`src/rtl/cla_pipe_alu.sv`:
```
// ---------------------------------------------------------------------------
// cla_pipe_alu
//   Two-stage pipelined carry-lookahead adder/ALU with a valid/ready handshake
//   on both sides and an internal accumulator.
//
//   Stage 1 registers bit propagate/generate, group propagate/generate, the
//   carry-in, the mode and the operand sign bits. Stage 2 resolves the group
//   carries by lookahead, expands them to bit carries inside each group, and
//   registers sum/cout/ovf/zero.
//
// Ports
//   clk        clock, all state on rising edge
//   rst_n      asynchronous active-low reset
//   ena        global enable; low freezes every register
//   in_valid   operand beat offered
//   in_ready   beat accepted this cycle when in_valid is also high
//   a, b       operands (WIDTH bits)
//   cin        carry-in, used by ADD and ACC
//   mode       00 ADD, 01 SUB, 10 ACC, 11 CLR
//   out_valid  result beat present
//   out_ready  consumer takes the result beat
//   sum        result (WIDTH bits)
//   cout       carry-out (SUB: 1 = no borrow)
//   ovf        two's-complement signed overflow
//   zero       sum == 0
// ---------------------------------------------------------------------------
module cla_pipe_alu #(
    parameter int WIDTH = 8,
    parameter int GROUP = 4
) (
    input  logic             clk,
    input  logic             rst_n,
    input  logic             ena,
    input  logic             in_valid,
    output logic             in_ready,
    input  logic [WIDTH-1:0] a,
    input  logic [WIDTH-1:0] b,
    input  logic             cin,
    input  logic [1:0]       mode,
    output logic             out_valid,
    input  logic             out_ready,
    output logic [WIDTH-1:0] sum,
    output logic             cout,
    output logic             ovf,
    output logic             zero
);

    localparam int NG  = WIDTH / GROUP;
    localparam int MSB = WIDTH - 1;

    localparam logic [1:0] MODE_ADD = 2'b00;
    localparam logic [1:0] MODE_SUB = 2'b01;
    localparam logic [1:0] MODE_ACC = 2'b10;
    localparam logic [1:0] MODE_CLR = 2'b11;

    // ---------------- state ----------------
    logic [WIDTH-1:0] acc_reg;

    logic             s1_valid_reg;
    logic [WIDTH-1:0] s1_p_reg;
    logic [WIDTH-1:0] s1_g_reg;
    logic [NG-1:0]    s1_gp_reg;
    logic [NG-1:0]    s1_gg_reg;
    logic             s1_cin_reg;
    logic [1:0]       s1_mode_reg;
    logic             s1_xmsb_reg;
    logic             s1_ymsb_reg;

    logic             s2_valid_reg;
    logic [1:0]       s2_mode_reg;
    logic [WIDTH-1:0] sum_reg;
    logic             cout_reg;
    logic             ovf_reg;
    logic             zero_reg;

    // ---------------- handshake ----------------
    logic s2_adv;
    logic s1_adv;
    logic acc_busy;
    logic acc_hazard;
    logic accept;
    logic drain;

    assign s2_adv   = ena && (!s2_valid_reg || out_ready);
    assign s1_adv   = ena && (!s1_valid_reg || s2_adv);
    // ACC and CLR both have mode[1] set; either one in flight means acc_reg
    // is stale for a following ACC beat.
    assign acc_busy   = (s1_valid_reg && s1_mode_reg[1]) || (s2_valid_reg && s2_mode_reg[1]);
    assign acc_hazard = in_valid && (mode == MODE_ACC) && acc_busy;
    assign in_ready   = s1_adv && !acc_hazard;
    assign accept     = in_valid && in_ready;
    assign drain      = s2_valid_reg && out_ready && ena;

    // ---------------- stage 1: operand select and P/G ----------------
    logic [WIDTH-1:0] op_x;
    logic [WIDTH-1:0] op_y;
    logic             op_c;
    logic [WIDTH-1:0] bit_p;
    logic [WIDTH-1:0] bit_g;
    logic [NG-1:0]    grp_p;
    logic [NG-1:0]    grp_g;

    always_comb begin
        op_x = a;
        op_y = b;
        op_c = cin;
        case (mode)
            MODE_ADD: begin
                op_x = a;
                op_y = b;
                op_c = cin;
            end
            MODE_SUB: begin
                op_y = ~b;
                op_c = 1'b1;
            end
            MODE_ACC: begin
                op_x = acc_reg;
                op_y = a;
            end
            default: begin
                op_x = '0;
                op_y = '0;
                op_c = 1'b0;
            end
        endcase
    end

    assign bit_p = op_x ^ op_y;
    assign bit_g = op_x & op_y;

    // Group generate written as a flat sum of products so no carry chain
    // forms inside a group.
    for (genvar gi = 0; gi < NG; gi++) begin : g_group_pg
        localparam int BASE = gi * GROUP;
        logic g_loc;

        always_comb begin
            logic g_acc;
            logic term;
            g_acc = 1'b0;
            term  = 1'b0;
            for (int k = 0; k < GROUP; k++) begin
                term = bit_g[BASE+k];
                for (int m = k + 1; m < GROUP; m++) begin
                    term = term & bit_p[BASE+m];
                end
                g_acc = g_acc | term;
            end
            g_loc = g_acc;
        end

        assign grp_g[gi] = g_loc;
        assign grp_p[gi] = &bit_p[BASE +: GROUP];
    end

    always_ff @(posedge clk or negedge rst_n) begin
        if (!rst_n) begin
            s1_valid_reg <= 1'b0;
            s1_p_reg     <= '0;
            s1_g_reg     <= '0;
            s1_gp_reg    <= '0;
            s1_gg_reg    <= '0;
            s1_cin_reg   <= 1'b0;
            s1_mode_reg  <= MODE_ADD;
            s1_xmsb_reg  <= 1'b0;
            s1_ymsb_reg  <= 1'b0;
        end else if (s1_adv) begin
            s1_valid_reg <= accept;
            if (accept) begin
                s1_p_reg    <= bit_p;
                s1_g_reg    <= bit_g;
                s1_gp_reg   <= grp_p;
                s1_gg_reg   <= grp_g;
                s1_cin_reg  <= op_c;
                s1_mode_reg <= mode;
                s1_xmsb_reg <= op_x[MSB];
                s1_ymsb_reg <= op_y[MSB];
            end
        end
    end

    // ---------------- stage 2: carry lookahead and result ----------------
    // grp_c[j] is the carry into group j; grp_c[NG] is the carry-out.
    // Each one is its own sum of products over the registered group P/G.
    logic [NG:0]      grp_c;
    logic [WIDTH-1:0] bit_c;

    always_comb begin
        logic c_acc;
        logic term;
        c_acc = 1'b0;
        term  = 1'b0;
        for (int j = 0; j <= NG; j++) begin
            c_acc = s1_cin_reg;
            for (int m = 0; m < j; m++) begin
                c_acc = c_acc & s1_gp_reg[m];
            end
            for (int k = 0; k < j; k++) begin
                term = s1_gg_reg[k];
                for (int m = k + 1; m < j; m++) begin
                    term = term & s1_gp_reg[m];
                end
                c_acc = c_acc | term;
            end
            grp_c[j] = c_acc;
        end
    end

    // Bit carries inside a group, seeded by that group's lookahead carry.
    for (genvar gi = 0; gi < NG; gi++) begin : g_bit_carry
        localparam int BASE = gi * GROUP;
        logic [GROUP-1:0] c_loc;

        always_comb begin
            logic c_acc;
            logic term;
            c_acc = 1'b0;
            term  = 1'b0;
            for (int k = 0; k < GROUP; k++) begin
                c_acc = grp_c[gi];
                for (int m = 0; m < k; m++) begin
                    c_acc = c_acc & s1_p_reg[BASE+m];
                end
                for (int n = 0; n < k; n++) begin
                    term = s1_g_reg[BASE+n];
                    for (int m = n + 1; m < k; m++) begin
                        term = term & s1_p_reg[BASE+m];
                    end
                    c_acc = c_acc | term;
                end
                c_loc[k] = c_acc;
            end
        end

        assign bit_c[BASE +: GROUP] = c_loc;
    end

    logic [WIDTH-1:0] sum_next;
    logic             cout_next;
    logic             ovf_next;
    logic             zero_next;

    always_comb begin
        sum_next  = s1_p_reg ^ bit_c;
        cout_next = grp_c[NG];
        ovf_next  = (s1_xmsb_reg == s1_ymsb_reg) && (sum_next[MSB] != s1_xmsb_reg);
        if (s1_mode_reg == MODE_CLR) begin
            sum_next  = '0;
            cout_next = 1'b0;
            ovf_next  = 1'b0;
        end
        zero_next = (sum_next == '0);
    end

    always_ff @(posedge clk or negedge rst_n) begin
        if (!rst_n) begin
            s2_valid_reg <= 1'b0;
            s2_mode_reg  <= MODE_ADD;
            sum_reg      <= '0;
            cout_reg     <= 1'b0;
            ovf_reg      <= 1'b0;
            zero_reg     <= 1'b0;
        end else if (s2_adv) begin
            s2_valid_reg <= s1_valid_reg;
            // Results only load with a real beat, so an emptied stage keeps
            // the last values on the outputs.
            if (s1_valid_reg) begin
                s2_mode_reg <= s1_mode_reg;
                sum_reg     <= sum_next;
                cout_reg    <= cout_next;
                ovf_reg     <= ovf_next;
                zero_reg    <= zero_next;
            end
        end
    end

    // Accumulator commits only when the ACC/CLR beat leaves stage 2, so a
    // beat flushed by reset never touches it.
    always_ff @(posedge clk or negedge rst_n) begin
        if (!rst_n) begin
            acc_reg <= '0;
        end else if (drain) begin
            if (s2_mode_reg == MODE_ACC) begin
                acc_reg <= sum_reg;
            end else if (s2_mode_reg == MODE_CLR) begin
                acc_reg <= '0;
            end
        end
    end

    assign out_valid = s2_valid_reg;
    assign sum       = sum_reg;
    assign cout      = cout_reg;
    assign ovf       = ovf_reg;
    assign zero      = zero_reg;

endmodule

```
`config.mk`:
```
export PLATFORM = sky130hd
export DESIGN_NAME = cla_pipe_alu
export DESIGN_NICKNAME = d
export VERILOG_FILES = /design/src/rtl/cla_pipe_alu.sv
export SDC_FILE = /design/constraint.sdc
export NUM_CORES = 1
export LEC_CHECK = 0
export CAP_MARGIN = 40
export CORE_ASPECT_RATIO = 1.5
export CORE_UTILIZATION = 60
export CTS_BUF_LIST = sky130_fd_sc_hd__clkbuf_4 sky130_fd_sc_hd__clkbuf_8
export CTS_CLUSTER_DIAMETER = 120
export DETAILED_ROUTE_END_ITERATION = 7
export GPL_TIMING_DRIVEN = 0
export PLACE_DENSITY = 0.86
export REMOVE_ABC_BUFFERS = 1
export SLEW_MARGIN = 10
export SYNTH_ARGS = -nofsm -noshare
export SYNTH_HDL_FRONTEND = slang
export SYNTH_SLANG_ARGS = --single-unit
```
`constraint.sdc`:
```
create_clock -name clk -period 3.86 [get_ports clk]
set_input_delay 0.965 -clock clk [delete_from_list [all_inputs] [get_ports clk]]
set_output_delay 0.965 -clock clk [all_outputs]
set_load 0.05 [all_outputs]
```
# Yosys cells after proc, flatten, opt, wreduce, memory -nomap -nowiden
# Cells that the tools add are included.
word_totals:
  wordCells: 110
  out_inout_bits: 13
  ff_bits: 47
classes:
  n_reduce_logical: 27
  n_eq_ne: 7
  muxes: 8
  n_bitwise: 52
op_table:
  columns: ["operator", "count"]
  rows:
  - ["1-bit bitwise AND", 27]
  - ["8-bit two-way mux", 3]
  - ["8-bit one-hot mux with 3 select lines", 1]
  - ["1-bit bitwise OR", 21]
  - ["8-bit one-hot mux with 2 select lines", 1]
  - ["8-bit bitwise XOR", 2]
  - ["1-bit logical AND", 11]
  - ["8-bit bitwise AND", 1]
  - ["2-bit equality test (second input constant)", 4]
  - ["8-bit logical NOT", 1]
  - ["8-bit NOT", 1]
  - ["4-bit AND reduction", 2]
  - ["2-bit AND reduction", 3]
  - ["2-bit OR reduction", 2]
  - ["1-bit logical NOT", 3]
  - ["1-bit logical OR", 3]
  - ["2-bit by 1-bit equality test with 1-bit output (second input constant)", 1]
  - ["2-bit logical NOT", 1]
  - ["1-bit two-way mux", 2]
  - ["1-bit one-hot mux with 2 select lines", 1]
  - ["2-bit nonzero test", 1]
  - ["1-bit equality test", 1]
  - ["1-bit inequality test", 1]

# Logic depth before layout (Yosys ltp)
# Gate-level depths: netlist of run 1.
depth:
  word_depth: 12
  ltp_mapped: 10

# Least setup slack after synthesis of run 1
# No wires, ideal clock.
synth_timing:
  kind: "input to output"
  startpoint: "in mode[1]"
  endpoint: "out in_ready"
  required_ns: 2.895
  setup_slack_ns: 0.751
  arrival_time_ns: 2.144
  path_buffers: 2
  cell_stages: 5
  cell_sequence: "buf_4 > nand2b_1 > buf_6 > nor2_1 > a21oi_1"
synth_between:
  elab_chain_cells: 5
synth_rtl:
  columns: ["item", "line_no", "source"]
  rows:
  - ["from (decl)", "39", "input logic [1:0] mode,"]
  - ["2-bit equality test", "89", "assign acc_hazard = in_valid && (mode == MODE_ACC) && acc_busy;"]
  - ["1-bit logical AND (2 in series)", "89", null]
  - ["1-bit logical NOT", "90", "assign in_ready = s1_adv && !acc_hazard;"]
  - ["1-bit logical AND", "90", null]
  - ["to (decl)", "35", "output logic in_ready,"]
# Every way passes these cells.

# Final worst setup path of run 1
# Ends and elaborated chain as after synthesis.

==> results of run 1 <==
cells by family after synthesis:
group                      Yosys count  synth area share
AOI/OAI and AO/OA                   65             0.168
muxes                               20             0.114
and+or+nand+nor                     75             0.139
xor gates and xnor gates             9            0.0311
adders and majority gates           10            0.0494
buffers and inverters               21            0.0444
DFF                                 46             0.454
cell usage in the layout, fill, tap and decap left out, types with 3 or more instances in the layout:
master | Yosys | final
nand2_1 | 45 | 45
o21a_1 | 3 | 3
nand4_1 | 5 | 5
nor2b_1 | 3 | 3
a32o_1 | 3 | 3
a21o_1 | 5 | 5
ha_1 | 10 | 10
inv_1 | 8 | 8
or3_1 | 3 | 3
o21ai_0 | 29 | 29
nand2b_1 | 4 | 3
o22ai_1 | 7 | 7
xnor2_1 | 8 | 8
mux2_4 | 17 | 17
a21oi_1 | 6 | 6
clkdlybuf4s50_1 | 0 | 33
nor2_1 | 4 | 4
nand3_1 | 3 | 3
dfrtp_1 | 46 | 46
clkbuf_8 | 0 | 5
through the flow:
| stage | util | area (um2) | cells |
|---|---|---|---|
| 2_1_floorplan | - | 2450 | 233 |
| 3_3_place_gp | 0.718 | 2870 | 314 |
| 3_5_place_dp | 0.729 | 2910 | 316 |
| 4_1_cts | 0.750 | 2990 | 323 |
| 5_1_grt | 0.751 | 3000 | 323 |
| 6_report | 0.751 | 3000 | 323 |
metal layers:
metal,global-route usage,part of all wire
met4,0.0850,0.020
met5,0,0
met2,0.488,0.53
met3,0.0389,0.044
met1,0.337,0.40
what timing repair did:
action | in CTS | in global routing
setup buffers | 0 | 0
setup endpoints to repair | 1 | 1
hold buffers | 0 | 0
resized for setup | 3 | 1
worst paths after layout:
| kind | startpoint | to | slack (ps) | depth (start not counted) |
|---|---|---|---|---|
| max reg2reg | s1_cin_reg | ovf | 1870 | 6 |
| min | s1_gg_reg[0] | s1_gg_reg[0] | 490 | 2 |
| min in group asynchronous | rst_n | s1_g_reg[5] | 520 | 1 |
| min reg2reg | s1_gg_reg[0] | s1_gg_reg[0] | 490 | 2 |
| max in group asynchronous | rst_n | s1_p_reg[2] | 2870 | 2 |
| max | mode[1] | in_ready | 100 | 5 |
layout make-up:
cell class                      count  area [um2]  share of cell area
Clock buffer                        7        83.8              0.0280
Inverter                            8        30.0              0.0100
Multi-Input combinational cell    179        1280               0.426
Sequential cell                    46        1150               0.384
Tap cell                           45        56.3              0.0188
Timing Repair Buffer               38         400               0.134
critical path: cells and delay by family:
family,cells,cell delay (ps)
buf+inv,2,1280
compound gates,1,130
simple gates,2,400
report_power, final:
| group | internal (uW) | switching [uW] | leakage (uW) |
|---|---|---|---|
| Sequential | 632 | 133 | 0.000593 |
| Clock | 139 | 150 | 0.0000452 |
| Combinational | 333 | 440 | 0.000773 |
==> results.ini, run 1 <==
[outcome]
status = completed

[yosys]
avgSynthCellArea_um2 = 10.3
synth_edf_count = 0
ys_seq_area_frac = 0.454
synth_cell_types = 40
synthTopCellsByCount = dfrtp_1, nand2_1, o21ai_0
netlist_area_um2 = 2530
ys_warn_count = 0
synth-seq-cells = 46
synth_flop_cell = dfrtp_1
synth_top_area_share = 0.454
synth_cells = 246
synth_area_leaders = dfrtp_1, mux2_4, nand2_1
yosys.area.top_type = dfrtp_1
yosysMostFrequentCell = dfrtp_1
async_reset_ff_frac = 1.00

[die]
num_rows = 28
start_util = 0.634
core-area_um2 = 3990
ios = 37
design.die.area_um2 = 4490
die_height_um = 81.6
die_width_um = 55.1

[cells_and_area]
n_antenna_cell = 0
drive_above_1_share = 0.122
area_growth_syn_to_layout_pct = 18.4
final_nets = 312
fill_cells = 293

[routing]
via_per_inst = 6.05
drc = 0
finalWirelength_mm = 5.47
vias = 1954
post_drt_wl_per_cell_um = 16.9
drtIter0Drc = 70
firstDrtPassIters = 4
postRouteAntennaNets = 0

[worst_setup_path]
cp_slowest_stage_delay_ps = 750
cp.arrival_ps = 2790
cp-end-kind = output port
worstPathRequired_ps = 2890
crit_slowest_cell = clkdlybuf4s50_1
cp_max_fo = 18
crit_type = in2out
critPathLaunchType = input pin
crit_path_cell_trace = clkdlybuf4s50_1 > nand2b_4 > nor2_1 > a21oi_1 > dlygate4sd2_1

[sta]
finalCritPeriodShare = 0.974
worst_slack_ps = 101
tightest_slew_ps = 691
min_period_ps = 3760
slew_headroom = 0.539
hold_ws_ps = 487
setup_tns_ps = 0
slew_violations = 0
max_freq_mhz = 266
setup_viol = 0
finalHoldViolCount = 0
clock-skew-final_ps = 6.42
rsz0062_at_grt = false

[flow_run]
cap_violations = 0

[clock_network]
cts_root_buffer = clkbuf_8
htreeDepth = 2
cts_sinks = 46
worstSkewPairLatency_ps = 300
clkTransAtPathRegs_ps = 80
cts_buffer_depth = 2
cts_tree = yes
cts_buffers = 5

[global_routing]
grt-ovfl-total = 0
track_usage = 0.277
grt_max_degree = 38
grt_pass1_wl_mm = 8.80
first_global_vias = 1887
antenna_found_initial = 0

[worst_hold_path]
hp-class = reg2reg

[pwr]
total_power_uw = 1830
p_per_area_nw_per_um2 = 609
leakagePower_uw = 0.00141
peakVddDrop_v = 0.000646

[placement]
io_buffers = 36
pre_cts_ws_ps = -537
gp_congestion = 0.811
dp_hpwl_mm = 4.08

(Power assumes the default switching activity.)
==> run 2, diff against run 1 <==
Settings changed: CORE_UTILIZATION 60 to 51, PLACE_DENSITY 0.86 to 0.78.
Clock period 3.86 ns to 3.1 ns, I/O delays scaled along.
==> run 2 against run 1 <==
Effect of this change: hold slack worse by 110 ps; setup slack gained 58 ps; via count rose by 0.10%.
==> results.ini, run 2 (synthesized netlist as in run 1, its figures left out) <==
[worst_setup_path]
r2r_setup_slack_ps = 1120  ; -750 ps
cp_max_fo = 18  ; unchanged
cp_slowest_stage_delay_ps = 620  ; -130 ps
cp-end-kind = output port
crit_path_cell_trace = dlygate4sd2_1 > nand2b_4 > nor2_1 > a21oi_1 > clkdlybuf4s15_2
crit_type = in2out
cp.arrival_ps = 2170  ; -620 ps
crit_slowest_cell = dlygate4sd2_1
critPathLaunchType = input pin
worstPathRequired_ps = 2320  ; -570 ps

[global_routing]
grt-ovfl-total = 0  ; unchanged
first_global_vias = 1894  ; +0.37%
antenna_found_initial = 0  ; unchanged
track_usage = 0.234  ; -0.0429
grt_pass1_wl_mm = 9.08  ; +3.1%
grt_max_degree = 31  ; -18%

[cells_and_area]
drive_above_1_share = 0.136  ; +0.0139
finalInstanceArea_um2 = 3090  ; +3.0%
area_growth_syn_to_layout_pct = 22.0
n_antenna_cell = 0  ; unchanged
final_cell_mix = dfrtp_1, nand2_1, clkdlybuf4s50_1
layout_commonest_cell = dfrtp_1
final_nets = 312  ; unchanged

[placement]
io_buffers = 36  ; unchanged
gp_congestion = 0.811  ; about the same
pre_cts_ws_ps = -930  ; -393 ps
dp_hpwl_mm = 4.02  ; -1.6%
placed_area_um2 = 2940  ; +0.90%

[sta]
worst_slack_ps = 159  ; +58.3 ps
hold_ws_ps = 380  ; -107 ps
slew_headroom = 0.555  ; +0.0161
min_period_ps = 2940
tightest_slew_ps = 666  ; -25.5 ps
finalCritPeriodShare = 0.949
setup_tns_ps = 0  ; unchanged
rsz0062_at_grt = false
finalHoldViolCount = 0  ; unchanged
clock-skew-final_ps = 12.1  ; +5.67 ps
setup_viol = 0  ; unchanged
slew_violations = 0  ; unchanged
max_freq_mhz = 340

[die]
core-area_um2 = 4810  ; +20%
num_rows = 31  ; +11%
design.die.area_um2 = 5260  ; +17%
die_height_um = 88.3  ; +8.3%
die_width_um = 59.6  ; +8.2%
ios = 37  ; unchanged
start_util = 0.527  ; -0.108

[routing]
post_drt_wl_per_cell_um = 15.7  ; -7.0%
drtIter0Drc = 77  ; +10%
firstDrtPassIters = 4  ; unchanged
via_per_inst = 5.67  ; -6.3%
drc = 0  ; unchanged
postRouteAntennaNets = 0  ; unchanged
finalWirelength_mm = 5.43  ; -0.70%
vias = 1956  ; +0.10%

[outcome]
status = completed

[pwr]
leakagePower_uw = 0.00144  ; +1.9%
p_per_area_nw_per_um2 = 795  ; +31%
peakVddDrop_v = 0.000463  ; -28%

[clock_network]
cts_resized = 10  ; +7
cts_root_buffer = clkbuf_8
cts_tree = yes
post_cts_buffers = 0  ; unchanged
cts_buffer_depth = 2  ; unchanged
htreeDepth = 2  ; unchanged
cts_sinks = 46  ; unchanged
clkTransAtPathRegs_ps = 90  ; about the same
worstSkewPairLatency_ps = 300  ; about the same
hold_buffers = 0  ; unchanged
cts_buffers = 5  ; unchanged

[flow_run]
cap_violations = 0  ; unchanged

[worst_hold_path]
hp-class = in2async

run 2: changes by cell type in the layout (fill, tap and decap cells not counted), sizes merged:
cell           previous run  this run
bufinv                    0         2
clkdlybuf4s50            33        32
clkbuf                    7         6
clkdlybuf4s15             0         2
dlygate4sd2               2         1
run 2: final cells by class:
cell class | instances | area, um2
Inverter | 8 | 30.0
Timing Repair Buffer | 38 | 404
Multi-Input combinational cell | 179 | 1280
Fill cell | 406 | 1720
Tap cell | 66 | 82.6
Sequential cell | 46 | 1150
Clock buffer | 6 | 82.6
Clock inverter | 2 | 60.1
run 2: power by group:
group          switching (uW)  total, uW  internal, uW  leakage, uW
Combinational             545        959           415     0.000774
Sequential                162        948           786     0.000593
Clock                     205        548           344    0.0000714
Total                     911       2460          1540      0.00144
run 2: metal layers:
metal / part of all wire / wire length [um] / vias to the layer above / track usage
li1: - / - / 940 / -
met1: 0.41 / 2230 / 955 / 0.276
met3: 0.039 / 210 / 12 / 0.0468
met2: 0.52 / 2850 / 49 / 0.407
met5: 0 / 0 / - / 0
met4: 0.026 / 140 / 0 / 0.101
run 2: final timing paths:
check / startpoint / end / cells after the start
min in group clk: acc_reg[0] / acc_reg[0] / 2
hold reg to reg: acc_reg[0] / acc_reg[0] / 2
setup reg to reg: s1_cin_reg / ovf / 6
max in group asynchronous: rst_n / acc_reg[3] / 2
hold / removal: rst_n / sum[3] / 1
setup / recovery: mode[1] / in_ready / 5
run 2: critical path: cells and delay by family:
family | cells | cell delay, ps
compound gates | 1 | 70
buf+inv | 2 | 950
simple gates | 2 | 360
run 2: stage by stage:
step	total power (uW)	util	instances
2_1_floorplan	1580	-	233
6_report	2460	0.643	345
3_3_place_gp	1880	0.602	335
3_5_place_dp	1910	0.611	337
4_1_cts	2460	0.643	345
5_1_grt	2600	0.643	345
